==> config.mk <==
export PLATFORM = sky130hd
export DESIGN_NAME = cr16_cond_unit
export DESIGN_NICKNAME = d
export VERILOG_FILES = /design/src/rtl/cr16_cond_unit.sv
export SDC_FILE = /design/constraint.sdc
export NUM_CORES = 1
export LEC_CHECK = 0
export CAP_MARGIN = 20
export CORE_MARGIN = 8
export CORE_UTILIZATION = 37
export CTS_CLUSTER_DIAMETER = 40
export DETAILED_ROUTE_END_ITERATION = 8
export PLACE_DENSITY = 0.84
export RECOVER_POWER = 25
export SETUP_SLACK_MARGIN = 0.1
export SYNTH_ARGS = -nofsm -noshare
export SYNTH_HDL_FRONTEND = slang
export SYNTH_SLANG_ARGS = --single-unit
export TNS_END_PERCENT = 100
==> constraint.sdc <==
create_clock -name I_CLK -period 4 [get_ports I_CLK]
set_input_delay 1 -clock I_CLK [delete_from_list [all_inputs] [get_ports I_CLK]]
set_output_delay 1 -clock I_CLK [all_outputs]
set_load 0.01 [all_outputs]
==> src/rtl/cr16_cond_unit.sv <==
// CR16 condition-code unit: holds the processor-status register and evaluates
// Bcond/Jcond/Scond condition codes against it with a single registered result.
module cr16_cond_unit #(
    parameter int unsigned P_WIDTH  = 16,
    parameter bit          P_BYPASS = 1'b1
) (
    input  logic               I_CLK,
    input  logic               I_RESET,
    input  logic               I_STATUS_WE,
    input  logic [4:0]         I_STATUS,
    input  logic               I_PSR_WE,
    input  logic [4:0]         I_PSR_DATA,
    input  logic               I_EVAL_VALID,
    input  logic [3:0]         I_COND,
    input  logic               I_IS_SCOND,
    output logic [4:0]         O_PSR,
    output logic               O_VALID,
    output logic               O_TAKEN,
    output logic [P_WIDTH-1:0] O_SCOND
);

    localparam int unsigned FLAG_C = 0;
    localparam int unsigned FLAG_L = 1;
    localparam int unsigned FLAG_F = 2;
    localparam int unsigned FLAG_Z = 3;
    localparam int unsigned FLAG_N = 4;

    logic [4:0]         psr_q;
    logic [4:0]         psr_d;
    logic               valid_q;
    logic               taken_q;
    logic [P_WIDTH-1:0] scond_q;

    logic [4:0] src_c;
    logic       base_c;
    logic       result_c;

    // Next PSR: software load wins over the ALU status strobe.
    always_comb begin
        psr_d = psr_q;
        if (I_PSR_WE) begin
            psr_d = I_PSR_DATA;
        end else if (I_STATUS_WE) begin
            psr_d = I_STATUS;
        end
    end

    assign src_c = P_BYPASS ? psr_d : psr_q;

    // Codes come in complementary pairs; the odd member inverts the even one.
    always_comb begin
        base_c = 1'b0;
        case (I_COND[3:1])
            3'd0: base_c = src_c[FLAG_Z];
            3'd1: base_c = src_c[FLAG_C];
            3'd2: base_c = src_c[FLAG_L];
            3'd3: base_c = src_c[FLAG_N];
            3'd4: base_c = src_c[FLAG_F];
            3'd5: base_c = ~(src_c[FLAG_L] | src_c[FLAG_Z]);
            3'd6: base_c = ~(src_c[FLAG_N] | src_c[FLAG_Z]);
            3'd7: base_c = 1'b1;
            default: base_c = 1'b0;
        endcase
        result_c = base_c ^ I_COND[0];
    end

    always_ff @(posedge I_CLK) begin
        if (I_RESET) begin
            psr_q   <= 5'd0;
            valid_q <= 1'b0;
            taken_q <= 1'b0;
            scond_q <= '0;
        end else begin
            psr_q   <= psr_d;
            valid_q <= I_EVAL_VALID;
            if (I_EVAL_VALID) begin
                taken_q <= result_c;
                if (I_IS_SCOND) begin
                    scond_q <= {{(P_WIDTH-1){1'b0}}, result_c};
                end
            end
        end
    end

    assign O_PSR   = psr_q;
    assign O_VALID = valid_q;
    assign O_TAKEN = taken_q;
    assign O_SCOND = scond_q;

endmodule

==> summary.md, run 1 <==
| Metric | Value |
|---|---|
| Status | finished clean |
| Fin crit period | 2.86 ns |
| Primary FF master, synth | dfxtp_1 |
| Final #Nets | 120 |
| Synth Instances | 72 |
| Port Buffers | 27 |
| RSZ-0062 raised after global routing | false |
| Crit end category | flop |
| Wire length per cell | 12.8 um |
| R2r setup slk | 2.33 ns |
| Startpoint types | input port |
| Hold EP | O_TAKEN$_SDFFE_PP0P_ |
| HP Class | flop to flop |
| Internal Power | 0.159 mW |
| Die Height | 57.2 um |
| Core Util, Final | 51.1% |
| Synthesized area | 628 um^2 |
| Drt initial violations | 4 |
| Core area | 1650 um^2 |
| Worst r2r path cells | 6 |
| Final worst path period share | 71.5% |
| Routability cong. | 0.776 |
| Final Slew Violations | 0 |
| Via count | 533 |
| Total length of routed wires | 1.47 mm |
| Largest net degree at the start of global routing | 12 |
| CP max stage delay | 0.73 ns |
| Number of global-route vias before repair | 571 |
| Cts hold-fix bufs | 0 |
| Critical path class | input port to flop |
| Sequential area share after synthesis | 25.5% |
| WHS | 0.462 ns |
| Post-Layout Cell Count | 115 |
| Yosys top cell area share | 25.5% |
| Buffers & Inverters on Critical Path | 1 |
| Worst clock skew | 0.00299 ns |
| Comb pwr share | 32.5% |
| Vias per cell | 4.63 |
| H-tree levels | 1 |
| Remaining antenna violation count | 0 |
| DRC viols | 0 |
| R2R Path Start | O_PSR[2]$_SDFF_PP0_ |
| Final setup vio count | 0 |
| Final Instance Area | 845 um^2 |
| Clk Latency, worst-skew pair | 0.26 ns |
| Hold Vio Cnt, Final | 0 |
| Ant diodes | 0 |
| Total setup buffers inserted after CTS | 0 |
| Number of synthesized flops with an enable pin | 0 |
| #FFs+latches synth | 8 |
| TritonRoute pass-1 iters | 4 |
| Setup TNS | 0 ns |
| PwrDens | 266 nW/um^2 |
| Final WS setup | 1.14 ns |
| Share of cells above drive strength 1 | 8.16% |
| Initial Util | 38.0% |
| Total clock sinks | 8 |
| Num CTS Buffers | 3 |
| Switching Fraction | 29.0% |
| CTS max path bufs | 2 |
| Leak | 0.363 nW |
| Fmax | 350 MHz |
| Initial antenna violation count | 0 |
| Gr ovfl total | 0 |
| Asr flop ratio synth | 0% |
| Crit-path leading delay family | compound AO/OA/AOI/OAI gates |
| Synth warn | 0 |
| Die width | 57.2 um |
| Clock power frac | 28.3% |
| Worst slack, placed | 0.879 ns |
| Die ar. | 3270 um^2 |
| Area delta synth->final | 34.5% |
| Synth unique cells | 29 |
| Placed Cells | 112 |
| Hold Path Depth | 2 |
| Clock slew at reported path FFs | 0.06 ns |
| Worst-path maximum fanout | 6 |
| Critical Path RT | 4.17 ns |
| Most frequent cell after synthesis | buf_4 |
| Worst reg2reg endpoint | O_SCOND[0]$_SDFFE_PP0P_ |
| Area leader, netlist | dfxtp_1 |
| Sequential share of power | 39.3% |
| Synth top cells by count | 15 x buf_4, 8 x dfxtp_1, 6 x nand2_1 |
| Global-route wire length before repair | 2.39 mm |
| Total GRT Usage | 9.12% |
| CP cell instances | dlygate4sd3_1, mux2i_1, o21ai_0, nor3_1, o32ai_1, a21oi_1, o41ai_2 |
| # rows | 15 |
| Critical Path AT | 3.03 ns |
| Net Switching | 0.0650 mW |
| Placed inst area | 826 um^2 |
| HPWL Detailed | 1.24 mm |
| Syn Area/Cell | 8.72 um^2 |
| HP Start | O_TAKEN$_SDFFE_PP0P_ |
| Post_cts resized | 0 |
| Slowest-stage cell, CP | dlygate4sd3_1 |
| CTS root buf | clkbuf_4 |
| CTS tree | built |
| I/O pins | 43 |
| Max cap viols | 0 |
| Max VDD drop | 0.211 mV |
| Largest cells by area after synthesis | dfxtp_1 25%, buf_4 18%, buf_6 5.4% |
| Final Power | 0.224 mW |
-- layout make-up --
class	instances	area [um^2]
fillers	164	807
multi-input cells	55	347
repair buffers	27	270
flip-flops and latches	8	160
inverters	5	23.8
clock buffers	3	22.5
well taps	17	21.3
-- routing by layer --
metal | track usage, % | part of all wire, % | vias up
li1 | - | - | 271
met1 | 8.79 | 40 | 240
met2 | 16.3 | 50 | 20
met3 | 4.66 | 8.6 | 2
met4 | 3.02 | 1.4 | 0
met5 | 0 | 0 | -
-- worst reg2reg max path: stages, from the launching register on --
cell	delay, ns
dfxtp_1	0.30
nor2b_1	0.12
a211oi_1	0.25
o21ai_0	0.14
o32ai_1	0.30
a21oi_1	0.16
o41ai_2	0.31
-- placed cells by master (no fill, tap or decap), drive strengths merged --
cell / instances
a21oi: 1
nor3: 2
clkinv: 1
dlygate4sd3: 2
nor2: 5
clkdlybuf4s50: 25
dfxtp: 8
a211oi: 1
nand2b: 1
mux2i: 3
conb: 15
nand2: 6
inv: 4
and3: 1
o2111ai: 2
o2111a: 1
o32ai: 1
clkbuf: 3
nor2b: 4
nand3: 1
o41ai: 2
a31o: 1
or3: 1
nand3b: 1
mux2: 2
nor3b: 1
o21ai: 3
-- cells by family (layout without fill, tap and decap cells) --
| kind of cell | Yosys count | after routing | share of synthesized area [%] |
|---|---|---|---|
| AO/OA/AOI/OAI | 12 | 12 | 17.5 |
| flip-flops | 8 | 8 | 25.5 |
| buffers and inverters | 23 | 35 | 27.1 |
| multiplexers | 5 | 5 | 11.0 |
| other | 1 | 15 | 0.597 |
| AND/OR/NAND/NOR | 23 | 23 | 18.3 |
-- state kept, by name, summed over array words and instances, names as in the netlist --
| register | count |
|---|---|
| O_PSR | 5 |
| O_SCOND | 1 |
| O_TAKEN | 1 |
| O_VALID | 1 |
-- power groups by stage --
stage,clock network (mW),logic [mW],registers [mW]
floorplan,0,0.0489,0.0925
global placement,0,0.0728,0.0896
detailed placement,0,0.0738,0.0897
CTS,0.0661,0.0742,0.0881
global route,0.0725,0.0795,0.0889
finish,0.0634,0.0728,0.0881
-- worst max-delay path by stage --
stage,startpoint,end,slack [ns],cells past startpoint
after floorplan,I_STATUS_WE,O_SCOND[0]$_SDFFE_PP0P_,1.63,7
after global placement,I_PSR_WE,O_SCOND[0]$_SDFFE_PP0P_,1.0,7
after detailed placement,I_PSR_WE,O_SCOND[0]$_SDFFE_PP0P_,0.88,7
after CTS,I_PSR_WE,O_SCOND[0]$_SDFFE_PP0P_,1.17,7
after global routing,I_STATUS_WE,O_SCOND[0]$_SDFFE_PP0P_,0.96,7
final,I_STATUS_WE,O_SCOND[0]$_SDFFE_PP0P_,1.14,7
(Power assumes the default switching activity.)
==> run 2, diff against run 1 <==
CORE_UTILIZATION = 31   (was 37)
PLACE_DENSITY = 0.75   (was 0.84)
clock period = 2.55 ns   (was 4 ns; I/O delays follow)
==> run 2 against run 1 <==
Effect of this change:
- core utilization down 5.1 points
- count of clock-buffer cells in the layout is the same
- die area up 14%
- register-to-register slack got worse by 1.5 ns
- wire length up 9.2%
- via count rose by 3.0%
- largest cell class unchanged
- sequential share of layout area is 1.0 points lower
- sequential power up 58%
- total power up 61%
- final cell count rose by 12%
- critical path depth is 1 higher
- sequential cell count is the same
==> summary.md, run 2 (same netlist as run 1, synthesis figures left out) <==
| Metric | Value |
|---|---|
| H-tree levels | 1 (unchanged) |
| Port Buffers | 27 (unchanged) |
| Number of global-route vias before repair | 550 (was 571) |
| CTS root buf | clkbuf_4 (unchanged) |
| Via count | 549 (was 533) |
| Worst r2r path cells | 6 (unchanged) |
| Die ar. | 3720 um^2 (was 3270 um^2) |
| Clk Latency, worst-skew pair | 0.26 ns (about the same) |
| Fill cells | 203 (was 164) |
| Fmax | 444 MHz |
| Max reg flops | 5 (unchanged) |
| PwrDens | 405 nW/um^2 (was 266 nW/um^2) |
| Initial Util | 32.3% (was 38.0%) |
| Core area | 1940 um^2 (was 1650 um^2) |
| Remaining antenna violation count | 0 (unchanged) |
| Most frequent cells in the layout | 25 x clkdlybuf4s50_1, 15 x conb_1, 8 x dfxtp_1 (unchanged) |
| Final Power | 0.361 mW (was 0.224 mW) |
| HPWL Detailed | 1.37 mm (was 1.24 mm) |
| CTS max path bufs | 2 (unchanged) |
| R2R Path Start | O_PSR[2]$_SDFF_PP0_ (unchanged) |
| Clock slew at reported path FFs | 0.06 ns (about the same) |
| Worst-path maximum fanout | 11 (was 6) |
| DRC viols | 0 (unchanged) |
| Critical Path AT | 2.42 ns (was 3.03 ns) |
| Ant diodes | 0 (unchanged) |
| Post-Layout Cell Count | 129 (was 115) |
| Num CTS Buffers | 3 (unchanged) |
| Area delta synth->final | 42.2% (was 34.5%) |
| Share of cells above drive strength 1 | 13.7% (was 8.16%) |
| Max cap viols | 0 (unchanged) |
| Die width | 61.0 um (was 57.2 um) |
| Worst clock skew | 0.00187 ns (was 0.00299 ns) |
| Routability cong. | 0.901 (was 0.776) |
| Wire length per cell | 12.5 um (was 12.8 um) |
| # rows | 16 (was 15) |
| Status | finished clean (unchanged) |
| Final Slew Violations | 0 (unchanged) |
| Max VDD drop | 0.144 mV (was 0.211 mV) |
| Largest net degree at the start of global routing | 12 (unchanged) |
| Critical Path RT | 2.72 ns (was 4.17 ns) |
| Gr ovfl total | 0 (unchanged) |
| Placed Cells | 126 (was 112) |
| Initial antenna violation count | 0 (unchanged) |
| Worst reg2reg endpoint | O_SCOND[0]$_SDFFE_PP0P_ (unchanged) |
| Hold Vio Cnt, Final | 0 (unchanged) |
| R2r setup slk | 0.87 ns (was 2.33 ns) |
| Setup crit end | O_SCOND[0]$_SDFFE_PP0P_ (unchanged) |
| Total length of routed wires | 1.61 mm (was 1.47 mm) |
| Die Height | 61.0 um (was 57.2 um) |
| Critical Path Start | I_PSR_WE (was I_STATUS_WE) |
| Total clock sinks | 8 (unchanged) |
| Crit end category | flop (unchanged) |
| Vias per cell | 4.26 (was 4.63) |
| Final WS setup | 0.297 ns (was 1.14 ns) |
| Global-route wire length before repair | 2.36 mm (was 2.39 mm) |
| Critical path class | input port to flop (unchanged) |
| CTS tree | built (unchanged) |
| Fin crit period | 2.25 ns |
| Core Util, Final | 46.0% (was 51.1%) |
| Total GRT Usage | 8.71% (was 9.12%) |
| Worst slack, placed | -0.0822 ns (was 0.879 ns) |
| Startpoint types | input port (unchanged) |
| Commonest non-fill, non-tap cell in the layout | clkdlybuf4s50_1 (unchanged) |
| Drt initial violations | 8 (was 4) |
| I/O pins | 43 (unchanged) |
| RSZ-0062 raised after global routing | false (unchanged) |
| TritonRoute pass-1 iters | 4 (unchanged) |
| Final worst path period share | 88.3% |
| Final #Nets | 124 (was 120) |
| HP Class | flop to flop (unchanged) |
| Leak | 0.392 nW (was 0.363 nW) |
| Final setup vio count | 0 (unchanged) |
[run 2: cell count changes in the layout (fill, tap and decap cells not counted)]
| cell | change |
|---|---|
| buf_4 | +4 |
| dlygate4sd3_1 | -1 |
| dlymetal6s2s_1 | +1 |
| mux2_1 | -1 |
| mux2_2 | +1 |
| o21ai_0 | -1 |
| o21ai_2 | +1 |
[run 2: area by class of cell]
type	count	area, um^2	share of cell area [%]
flip-flops and latches	8	160	17.9
repair buffers	31	303	33.9
multi-input cells	55	350	39.2
clock buffers	3	22.5	2.52
inverters	5	23.8	2.66
well taps	27	33.8	3.78
[run 2: worst min-delay path by stage]
stage                                      end                 start  depth (start not counted)
after global routing      O_TAKEN$_SDFFE_PP0P_  O_TAKEN$_SDFFE_PP0P_                          2
after CTS                 O_TAKEN$_SDFFE_PP0P_  O_TAKEN$_SDFFE_PP0P_                          2
final                     O_TAKEN$_SDFFE_PP0P_  O_TAKEN$_SDFFE_PP0P_                          2
after floorplan           O_TAKEN$_SDFFE_PP0P_  O_TAKEN$_SDFFE_PP0P_                          2
after global placement    O_TAKEN$_SDFFE_PP0P_  O_TAKEN$_SDFFE_PP0P_                          2
after detailed placement  O_TAKEN$_SDFFE_PP0P_  O_TAKEN$_SDFFE_PP0P_                          2
[run 2: critical path, cell delays in order]
cell and delay (ns):
clkdlybuf4s50_1 0.45, buf_4 0.18, clkinv_4 0.08, mux2i_4 0.19, o2111a_1 0.13, o32ai_1 0.29
a21oi_1 0.15, o41ai_2 0.31
[run 2: per-stage QoR]
stage	TNS, ns	hold WS, ns	area (um^2)
after floorplan	0	0.493	681
after global placement	-0.0803	0.454	868
after detailed placement	-0.154	0.478	868
after CTS	0	0.499	891
after global routing	0	0.504	893
final	0	0.486	893
[run 2: timing repair]
item	CTS	global route
hold buffers	0	0
gates resized for setup	0	2
buffers inserted	0	0
setup endpoints to repair	0	2
hold endpoints to repair	0	0
[run 2: metal layers]
metal  vias to the layer above  share of wire (%)  track usage, %
li1                        277                  -               -
met1                       243                 39            8.61
met2                        27                 48            14.6
met3                         2                 11            3.34
met4                         0                1.5            6.31
met5                         -                  0               0
[run 2: power breakdown]
group	internal, mW	switching (mW)
clock network	0.0541	0.0470
registers	0.134	0.00440
logic	0.0676	0.0542
==> run 3, diff against run 2 <==
--- a/constraint.sdc
+++ b/constraint.sdc
@@ -3,2 +3,2 @@
 set_output_delay 0.6375 -clock I_CLK [all_outputs]
-set_load 0.01 [all_outputs]
+set_load 0.05 [all_outputs]
==> results of run 3 <==
The final DEF is identical to that of run 2. Status: finished clean.
Among the figures that moved: total power 0.361 mW -> 0.426 mW; worst IR drop on VDD 0.144 mV -> 0.170 mV
